==> config.mk <==
export PLATFORM = sky130hd
export DESIGN_NAME = feedback_scorer
export DESIGN_NICKNAME = d
export VERILOG_FILES = /design/src/rtl/feedback_scorer.sv
export SDC_FILE = /design/constraint.sdc
export NUM_CORES = 1
export LEC_CHECK = 0
export CORE_MARGIN = 2
export CORE_UTILIZATION = 30
export DETAILED_ROUTE_END_ITERATION = 8
export MAX_ROUTING_LAYER = met4
export PLACE_DENSITY_LB_ADDON = 0.2
export SLEW_MARGIN = 20
export SYNTH_ARGS = -nofsm -noshare
export SYNTH_HDL_FRONTEND = slang
export SYNTH_SLANG_ARGS = --single-unit
==> constraint.sdc <==
create_clock -name clk -period 6.9 [get_ports clk]
set_clock_uncertainty 0.2 [all_clocks]
set_input_delay 1.725 -clock clk [delete_from_list [all_inputs] [get_ports clk]]
set_output_delay 1.725 -clock clk [all_outputs]
set_load 0.01 [all_outputs]
==> src/rtl/feedback_scorer.sv <==
// Mastermind feedback stage: scores a committed guess against the secret code over
// a fixed 6-cycle sequence and keeps per-game turn, win and game-over state.
module feedback_scorer #(
    parameter int MAX_TURNS = 8
) (
    input  logic       clk,
    input  logic       reset,
    input  logic       start,
    input  logic       new_game,
    input  logic [2:0] guess0,
    input  logic [2:0] guess1,
    input  logic [2:0] guess2,
    input  logic [2:0] guess3,
    input  logic [2:0] code0,
    input  logic [2:0] code1,
    input  logic [2:0] code2,
    input  logic [2:0] code3,
    output logic       busy,
    output logic       done,
    output logic [1:0] ssd0,
    output logic [1:0] ssd1,
    output logic [1:0] ssd2,
    output logic [1:0] ssd3,
    output logic [2:0] exact_cnt,
    output logic [2:0] color_cnt,
    output logic [3:0] turn_cnt,
    output logic       win,
    output logic       game_over
);

    typedef enum logic [1:0] {IDLE, EXACT, COLOR, PACK} state_t;

    state_t     state_reg, state_next;
    logic [2:0] guess_in [4];
    logic [2:0] code_in  [4];
    logic [2:0] guess_reg [4];
    logic [2:0] code_reg  [4];
    logic [3:0] exact_flag_reg, code_used_reg;
    logic [1:0] idx_reg;
    logic [2:0] exact_acc_reg, color_acc_reg;

    logic [3:0] exact_hit, color_cand, color_pick;
    logic       color_found;
    logic [2:0] exact_pop, match_total;
    logic [1:0] ssd_next [4];
    logic [3:0] turn_next;
    logic       win_next, accept;

    assign guess_in[0] = guess0;
    assign guess_in[1] = guess1;
    assign guess_in[2] = guess2;
    assign guess_in[3] = guess3;
    assign code_in[0]  = code0;
    assign code_in[1]  = code1;
    assign code_in[2]  = code2;
    assign code_in[3]  = code3;

    assign accept = (state_reg == IDLE) && start && !game_over && !new_game;

    assign match_total = exact_acc_reg + color_acc_reg;

    genvar gi;
    generate
        for (gi = 0; gi < 4; gi++) begin : g_pos
            assign exact_hit[gi]  = (guess_reg[gi] == code_reg[gi]);
            // Candidate code slots for the guess position currently being searched.
            assign color_cand[gi] = !code_used_reg[gi] && (code_reg[gi] == guess_reg[idx_reg]);
            assign ssd_next[gi]   = (3'(gi) < exact_acc_reg) ? 2'd2 :
                                    (3'(gi) < match_total)   ? 2'd1 : 2'd0;
        end
    endgenerate

    assign exact_pop = {2'b00, exact_hit[0]} + {2'b00, exact_hit[1]}
                     + {2'b00, exact_hit[2]} + {2'b00, exact_hit[3]};

    // Lowest unused matching code slot; positions already scored exact never search.
    always_comb begin
        color_pick  = 4'b0000;
        color_found = 1'b0;
        if (!exact_flag_reg[idx_reg]) begin
            for (int j = 0; j < 4; j++) begin
                if (color_cand[j] && !color_found) begin
                    color_pick[j] = 1'b1;
                    color_found   = 1'b1;
                end
            end
        end
    end

    assign turn_next = (turn_cnt == 4'd15) ? 4'd15 : turn_cnt + 4'd1;
    assign win_next  = (exact_acc_reg == 3'd4);

    always_ff @(posedge clk or negedge reset) begin
        if (!reset) state_reg <= IDLE;
        else        state_reg <= state_next;
    end

    always_comb begin
        state_next = state_reg;
        if (new_game) begin
            state_next = IDLE;
        end else begin
            case (state_reg)
                IDLE:    if (accept) state_next = EXACT;
                EXACT:   state_next = COLOR;
                COLOR:   if (idx_reg == 2'd3) state_next = PACK;
                PACK:    state_next = IDLE;
                default: state_next = IDLE;
            endcase
        end
    end

    always_comb begin
        busy = (state_reg != IDLE);
    end

    always_ff @(posedge clk or negedge reset) begin
        if (!reset) begin
            for (int k = 0; k < 4; k++) begin
                guess_reg[k] <= 3'd0;
                code_reg[k]  <= 3'd0;
            end
            exact_flag_reg <= 4'd0;
            code_used_reg  <= 4'd0;
            idx_reg        <= 2'd0;
            exact_acc_reg  <= 3'd0;
            color_acc_reg  <= 3'd0;
            done           <= 1'b0;
            ssd0           <= 2'd0;
            ssd1           <= 2'd0;
            ssd2           <= 2'd0;
            ssd3           <= 2'd0;
            exact_cnt      <= 3'd0;
            color_cnt      <= 3'd0;
            turn_cnt       <= 4'd0;
            win            <= 1'b0;
            game_over      <= 1'b0;
        end else begin
            done <= 1'b0;
            if (new_game) begin
                exact_flag_reg <= 4'd0;
                code_used_reg  <= 4'd0;
                idx_reg        <= 2'd0;
                exact_acc_reg  <= 3'd0;
                color_acc_reg  <= 3'd0;
                ssd0           <= 2'd0;
                ssd1           <= 2'd0;
                ssd2           <= 2'd0;
                ssd3           <= 2'd0;
                exact_cnt      <= 3'd0;
                color_cnt      <= 3'd0;
                turn_cnt       <= 4'd0;
                win            <= 1'b0;
                game_over      <= 1'b0;
            end else begin
                case (state_reg)
                    IDLE: begin
                        if (accept) begin
                            for (int k = 0; k < 4; k++) begin
                                guess_reg[k] <= guess_in[k];
                                code_reg[k]  <= code_in[k];
                            end
                            exact_flag_reg <= 4'd0;
                            code_used_reg  <= 4'd0;
                            exact_acc_reg  <= 3'd0;
                            color_acc_reg  <= 3'd0;
                        end
                    end
                    EXACT: begin
                        exact_flag_reg <= exact_hit;
                        code_used_reg  <= exact_hit;
                        exact_acc_reg  <= exact_pop;
                        color_acc_reg  <= 3'd0;
                        idx_reg        <= 2'd0;
                    end
                    COLOR: begin
                        code_used_reg <= code_used_reg | color_pick;
                        if (color_found) color_acc_reg <= color_acc_reg + 3'd1;
                        idx_reg <= idx_reg + 2'd1;
                    end
                    PACK: begin
                        exact_cnt <= exact_acc_reg;
                        color_cnt <= color_acc_reg;
                        ssd0      <= ssd_next[0];
                        ssd1      <= ssd_next[1];
                        ssd2      <= ssd_next[2];
                        ssd3      <= ssd_next[3];
                        turn_cnt  <= turn_next;
                        win       <= win_next;
                        game_over <= win_next || (turn_next == 4'(MAX_TURNS));
                        done      <= 1'b1;
                    end
                    default: ;
                endcase
            end
        end
    end

endmodule

== Yosys cells after proc, flatten, opt, wreduce, memory -nomap -nowiden ==
Index checks and enable logic that the tools add are counted.

* Reduce and logical (&&, ||, !) cells: 31
* Bitwise operators: 3
* $lt $le $gt $ge: 10
* Add/sub/neg operators: 7
* Eq/ne operators: 18
* Muxes and demuxes: 63

{| class="wikitable"
|+ Operators with widths
! operator !! count
|-
| $mux 2 || 16
|-
| $mux 3 || 10
|-
| $mux 4 || 7
|-
| $eq 3x3->1 || 8
|-
| $mux 1 || 22
|-
| $lt 1x3->1 const A || 4
|-
| $lt 2x3->1 const A || 4
|-
| $pmux 4 s3 || 1
|-
| $logic_and 1x1->1 || 10
|-
| $logic_not 1->1 || 9
|-
| $ne 3x3->1 const B || 3
|-
| $pmux 3 s3 || 1
|-
| $eq 4x4->1 const B || 2
|-
| $pmux 2 s4 || 1
|-
| $pmux 4 s2 || 1
|-
| $bmux 3 s2 || 1
|-
| $eq 2x2->1 const B || 3
|-
| $pmux 3 s2 || 1
|-
| $reduce_and 2->1 || 3
|-
| $reduce_and 3->1 || 2
|-
| $reduce_bool 3->1 || 2
|-
| $add 4x1->4 const B || 1
|-
| $or 4x4->4 || 1
|-
| $pmux 2 s2 || 1
|-
| 17 further kinds || 18
|}

* Word-level logic and storage cells: 156
* Output and inout port bits: 22
* Register bits: 63
* Input bits: 28

== Depth between registers and ports, before layout ==
* Depth after elaboration: 23
* Depth in mapped cells: 8
* Gate-level depth less buffers: 8

== Worst setup path before layout ==
No wires, ideal clock.

* Path kind: in2reg
* Start point: input port new_game
* End point: register code_reg[0] (netlist name)
* Required time: 6.572 ns
* Setup slack: 3.568 ns
* Path buffers: 2
* Arrival time: 3.004 ns
* Stages: 4
* Library setup time: 0.128 ns
* Path through: clkbuf_1 nor3_1 buf_2 mux2_1

* Longest elaborated chain between the ends: 3
* Elaborated cells on any way between the ends: 4
* Those cells by class: bitwise: 1; reduce/logical: 3

{| class="wikitable"
|+ RTL lines
! element !! RTL line !! text
|-
| start: declaration || 9 || <nowiki>input logic new_game,</nowiki>
|-
| $logic_not 1->1 || 58 || <nowiki>assign accept = (state_reg == IDLE) && start && !game_over && !new_game;</nowiki>
|-
| $logic_and 1x1->1 || 58 ||
|-
| $reduce_and 3->1 (no source line) (*) || - ||
|-
| end signal: indexed assignment || 161 || <nowiki>code_reg[k] <= code_in[k];</nowiki>
|-
| end: declaration || 37 || <nowiki>logic [2:0] code_reg [4];</nowiki>
|}

Every way passes the cells marked *; elsewhere a longest branch is shown, timed or not.
A chain may end at the register's enable or synchronous reset.

== Final worst setup path ==
* Start point: register state_reg[1]
* End point: output port busy

* Longest elaborated chain between the ends: 1

{| class="wikitable"
|+ RTL lines
! element !! RTL line !! text
|-
| start: declaration || 33 || <nowiki>state_t state_reg, state_next;</nowiki>
|-
| start signal: assignment || 95 || <nowiki>else state_reg <= state_next;</nowiki>
|-
| $reduce_bool 2->1 || 114 || <nowiki>busy = (state_reg != IDLE);</nowiki>
|-
| end: declaration || 18 || <nowiki>output logic busy,</nowiki>
|}

No other way between the ends.

==> flow_results.org <==
** Outcome
- Run status :: finished clean

** Setup path
- In this run the number of cells on the critical path is 4.
- Crit Path Class :: flip-flop to output port
- Endpoint class of the critical path :: output port
- Walking the worst path, the cells encountered are inv_1 -> ha_1 -> inv_1 -> clkdlybuf4s50_1.
- Among all stages on the critical path, the largest delay is contributed by sky130_fd_sc_hd__clkdlybuf4s50_1.
- Cell class contributing the biggest share of worst-path delay :: buffers and inverters
- Register-to-register setup slack :: 4.10 ns
- In this run the worst path has a maximum fanout of 6.
- Crit path DAT :: ~1.8 ns
- For the worst flop-to-flop path, the logic depth is 6.
- Required time of the critical path :: ~5 ns
- R2r endpoint :: color_acc_reg[0]
- Slowest Stage Delay on Critical Path :: roughly 0.54 ns
- The worst setup path is launched from a flip-flop.
- In this run the critical register-to-register path is launched from idx_reg[0].
- Number of buffer and inverter stages on the critical path :: 3
- Crit-path most repeated cell :: sky130_fd_sc_hd__inv_1

** Synthesis
- Number of cells produced by synthesis :: between 200 and 300
- Yosys warning count :: 0
- Post-synthesis register bit count :: 62
- Number of synthesized flops with an enable pin :: 0
- The commonest cells after synthesis are sky130_fd_sc_hd__dfrtp_1, sky130_fd_sc_hd__nor2_1, sky130_fd_sc_hd__mux2_1.
- The largest total area in the synthesized netlist belongs to sky130_fd_sc_hd__dfrtp_1.
- Ranking of synthesized cells by area :: sky130_fd_sc_hd__dfrtp_1, sky130_fd_sc_hd__mux2_1, sky130_fd_sc_hd__xor2_1
- Most frequently used cell type in the post-synthesis netlist :: sky130_fd_sc_hd__dfrtp_1
- Of the synthesized area, sequential elements account for 0.4771.
- In this run the cell area of the synthesized design comes to between 3000 and 4000 um2.
- The number of different library cells used by synthesis comes to 50.
- Synth Net Count :: between 300 and 400
- Fraction of synthesized cell area taken by the top area cell type :: 0.4771
- Synth Flop Type :: sky130_fd_sc_hd__dfrtp_1
- For this run, asynchronously set or reset flops after synthesis account for 1.000.
- Synthesized area divided by synthesized cell count :: 11.61 um2

** Clock network
- Post-CTS timing repair inserted 0 buffers for setup.
- CTS built an H-tree with a depth of 3.
- Total CTS buffers :: 9
- For this design, the CTS-stage hold fixing added 0 buffers.
- CTS clk-pin slew, worst paths :: roughly 0.080 ns
- Counting along the longest clock path gives a buffer depth of 2.
- TritonCTS built the clock tree.
- The clock drives 62 sinks.
- For the worst-skew pair, the clock arrives at the later sink with an insertion delay of 0.35 ns.
- CTS placed an instance of sky130_fd_sc_hd__clkbuf_8 at the clock tree root.
- Number of gates resized after CTS :: 0

** Global routing
- Antenna violations before repair :: 0
- Via count of the first global-routing pass :: roughly 2300
- Entering global routing, the biggest net connects 63 pins.
- The first global-routing pass estimated 11.56 mm of wire.
- For this run the aggregate overflow at the end of global routing stands at 0.
- Total routing resource utilization after global routing :: 0.1322

** Timing
- Transition time of the tightest slew-check pin :: between 0.8 and 0.9 ns
- Max_slew headroom :: 0.4292
- Final Hold Fails :: 0
- Fin. max-slew vios :: 0
- Setup repair after global routing missed its margin :: false
- Setup violations remaining at the end of the flow were counted as 0.
- Worst slack on hold paths :: 0.2923 ns
- Achievable frequency :: around 270 MHz
- The routed design could run at a clock period as short as about 3.7 ns.
- PnR worst setup slack :: 3.188 ns
- Final critical-path share of the clock period :: 0.5379
- For the final routed database, the setup TNS stands at 0 ns.

** Finish
- # nets final :: 371
- Layout Area Growth over Synthesis :: 25.97%
- Measured on the finished design, the core utilization comes to 0.3829.
- The number of antenna diodes in the final layout is 0.
- Number of fillers in the final layout :: around 1100
- Fraction of final layout cells sized beyond drive strength 1 :: 0.09254

** Place
- Half-perimeter wire length after placement :: around 4.8 mm
- Routability congestion estimate from global placement :: 0.8044
- Pre-CTS setup slack :: 2.553 ns
- Port buffering added 49 buffers.

** Floorplanning
- After floorplanning, the core was sized to cover about 11000 um2.
- Die width :: around 110 um
- From bottom edge to top edge, the die measures about 110 um.
- In this run the core area contains 38 standard-cell rows.
- Initial core utilization :: 0.3040
- I/O pin count :: 50
- The die covers between 10000 and 15000 um2.

** Flow run
- Across the run, the number of max-cap violations was 0.

** Routing
- After detailed routing, the number of vias per cell comes to between 4 and 5.
- DRT Wirelength :: between 6 and 7 mm
- First-pass iteration count of the detailed router :: 4
- The final route contains around 2200 vias.
- After detailed routing, the number of remaining DRC violations is 0.
- The first routing iteration left around 120 violations.
- Once detail routing completed, the nets flagged for antenna violations numbered 0.
- After detailed routing, the average wire length per cell comes to 14.19 um.

** Hold path
- The min-delay analysis places its worst path in the category flip-flop to flip-flop.
- The startpoint identified for the worst hold timing path is exact_flag_reg[1].
- The path with the worst hold slack has its endpoint at exact_flag_reg[1].
- Counting instances, the worst hold path has a depth of 2.

** Power and ir drop
- Total power for the finished layout comes to between 1.5 and 2 mW.
- In this run the static leakage power is 1.738 nW.
- Ratio of total power to cell area :: about 370 nW/um2
- Peak supply drop :: about 0.15 mV
## cell families after synthesis
group                      Yosys count  share of synthesized area
and+or+nand+nor                     75                     0.1316
DFF                                 62                     0.4771
AOI/OAI and AO/OA                   41                    0.09196
muxes                               38                     0.1416
xor gates and xnor gates            26                    0.07003
buffers and inverters               25                    0.03309
adders and majority gates           13                    0.05464
## worst max path at each step
stage | start | slack [ns] | end
2_1_floorplan | new_game | 3.57 | code_reg[0]
3_3_place_gp | new_game | 2.66 | code_used_reg[3]
3_5_place_dp | new_game | 2.55 | code_used_reg[3]
4_1_cts | new_game | 2.95 | code_used_reg[3]
5_1_grt | state_reg[1] | 3.09 | busy
6_report | state_reg[1] | 3.19 | busy
## cell type report
cell class	count	area, um2	area share
clock inverters	5	82.58	0.02016
inverters	12	45.04	0.01100
clock buffers	11	141.4	0.03451
repair buffers	52	503.0	0.1228
flip-flops and latches	62	1551	0.3787
multi-input cells	193	1598	0.3900
well taps	140	175.2	0.04276
## metal layers
| metal | track usage | up-vias | share of wire |
|---|---|---|---|
| li1 | - | 1094 | - |
| met2 | 0.2071 | 58 | 0.47 |
| met1 | 0.1660 | 1088 | 0.47 |
| met3 | 0.03255 | 8 | 0.044 |
| met5 | - | - | 0 |
| met4 | 0.04945 | 0 | 0.015 |
## power breakdown
| part | leakage [nW] | switching [mW] | total, mW | internal (mW) |
|---|---|---|---|---|
| clock | 0.113 | 0.152 | 0.366 | 0.214 |
| combinational | 0.814 | 0.322 | 0.605 | 0.283 |
| sequential | 0.810 | 0.107 | 0.565 | 0.457 |
## placed cells by master (no fill, tap or decap), types with 4 or more instances in the layout
cell | synthesis | routed
sky130_fd_sc_hd__inv_1 | 11 | 11
sky130_fd_sc_hd__dfrtp_1 | 62 | 62
sky130_fd_sc_hd__mux4_2 | 4 | 4
sky130_fd_sc_hd__clkbuf_8 | 0 | 10
sky130_fd_sc_hd__nand3_1 | 6 | 6
sky130_fd_sc_hd__a21oi_1 | 8 | 8
sky130_fd_sc_hd__mux2i_1 | 10 | 10
sky130_fd_sc_hd__o21ai_1 | 5 | 5
sky130_fd_sc_hd__a22o_1 | 5 | 5
sky130_fd_sc_hd__clkdlybuf4s50_1 | 0 | 47
sky130_fd_sc_hd__nor2_1 | 28 | 28
sky130_fd_sc_hd__ha_1 | 11 | 11
sky130_fd_sc_hd__a211oi_1 | 4 | 4
sky130_fd_sc_hd__nor3_1 | 9 | 8
sky130_fd_sc_hd__xor2_1 | 18 | 18
sky130_fd_sc_hd__nand2_1 | 12 | 12
sky130_fd_sc_hd__xnor2_1 | 8 | 8
sky130_fd_sc_hd__mux2_1 | 24 | 24
## stage by stage
| stage | cells | instance area, um2 |
|---|---|---|
| after CTS | 475 | 4101 |
| final | 475 | 4096 |
| after global placement | 459 | 3877 |
| after floorplan | 280 | 3252 |
| after global routing | 475 | 4096 |
| after detailed placement | 459 | 3877 |
## worst min-delay path, cell delays in order, from the launching register on
cell and delay [ns]:
sky130_fd_sc_hd__dfrtp_1 0.34, sky130_fd_sc_hd__nand2_1 0.05, sky130_fd_sc_hd__o21ai_1 0.07
No activity file was read; power rests on OpenSTA's default activity.
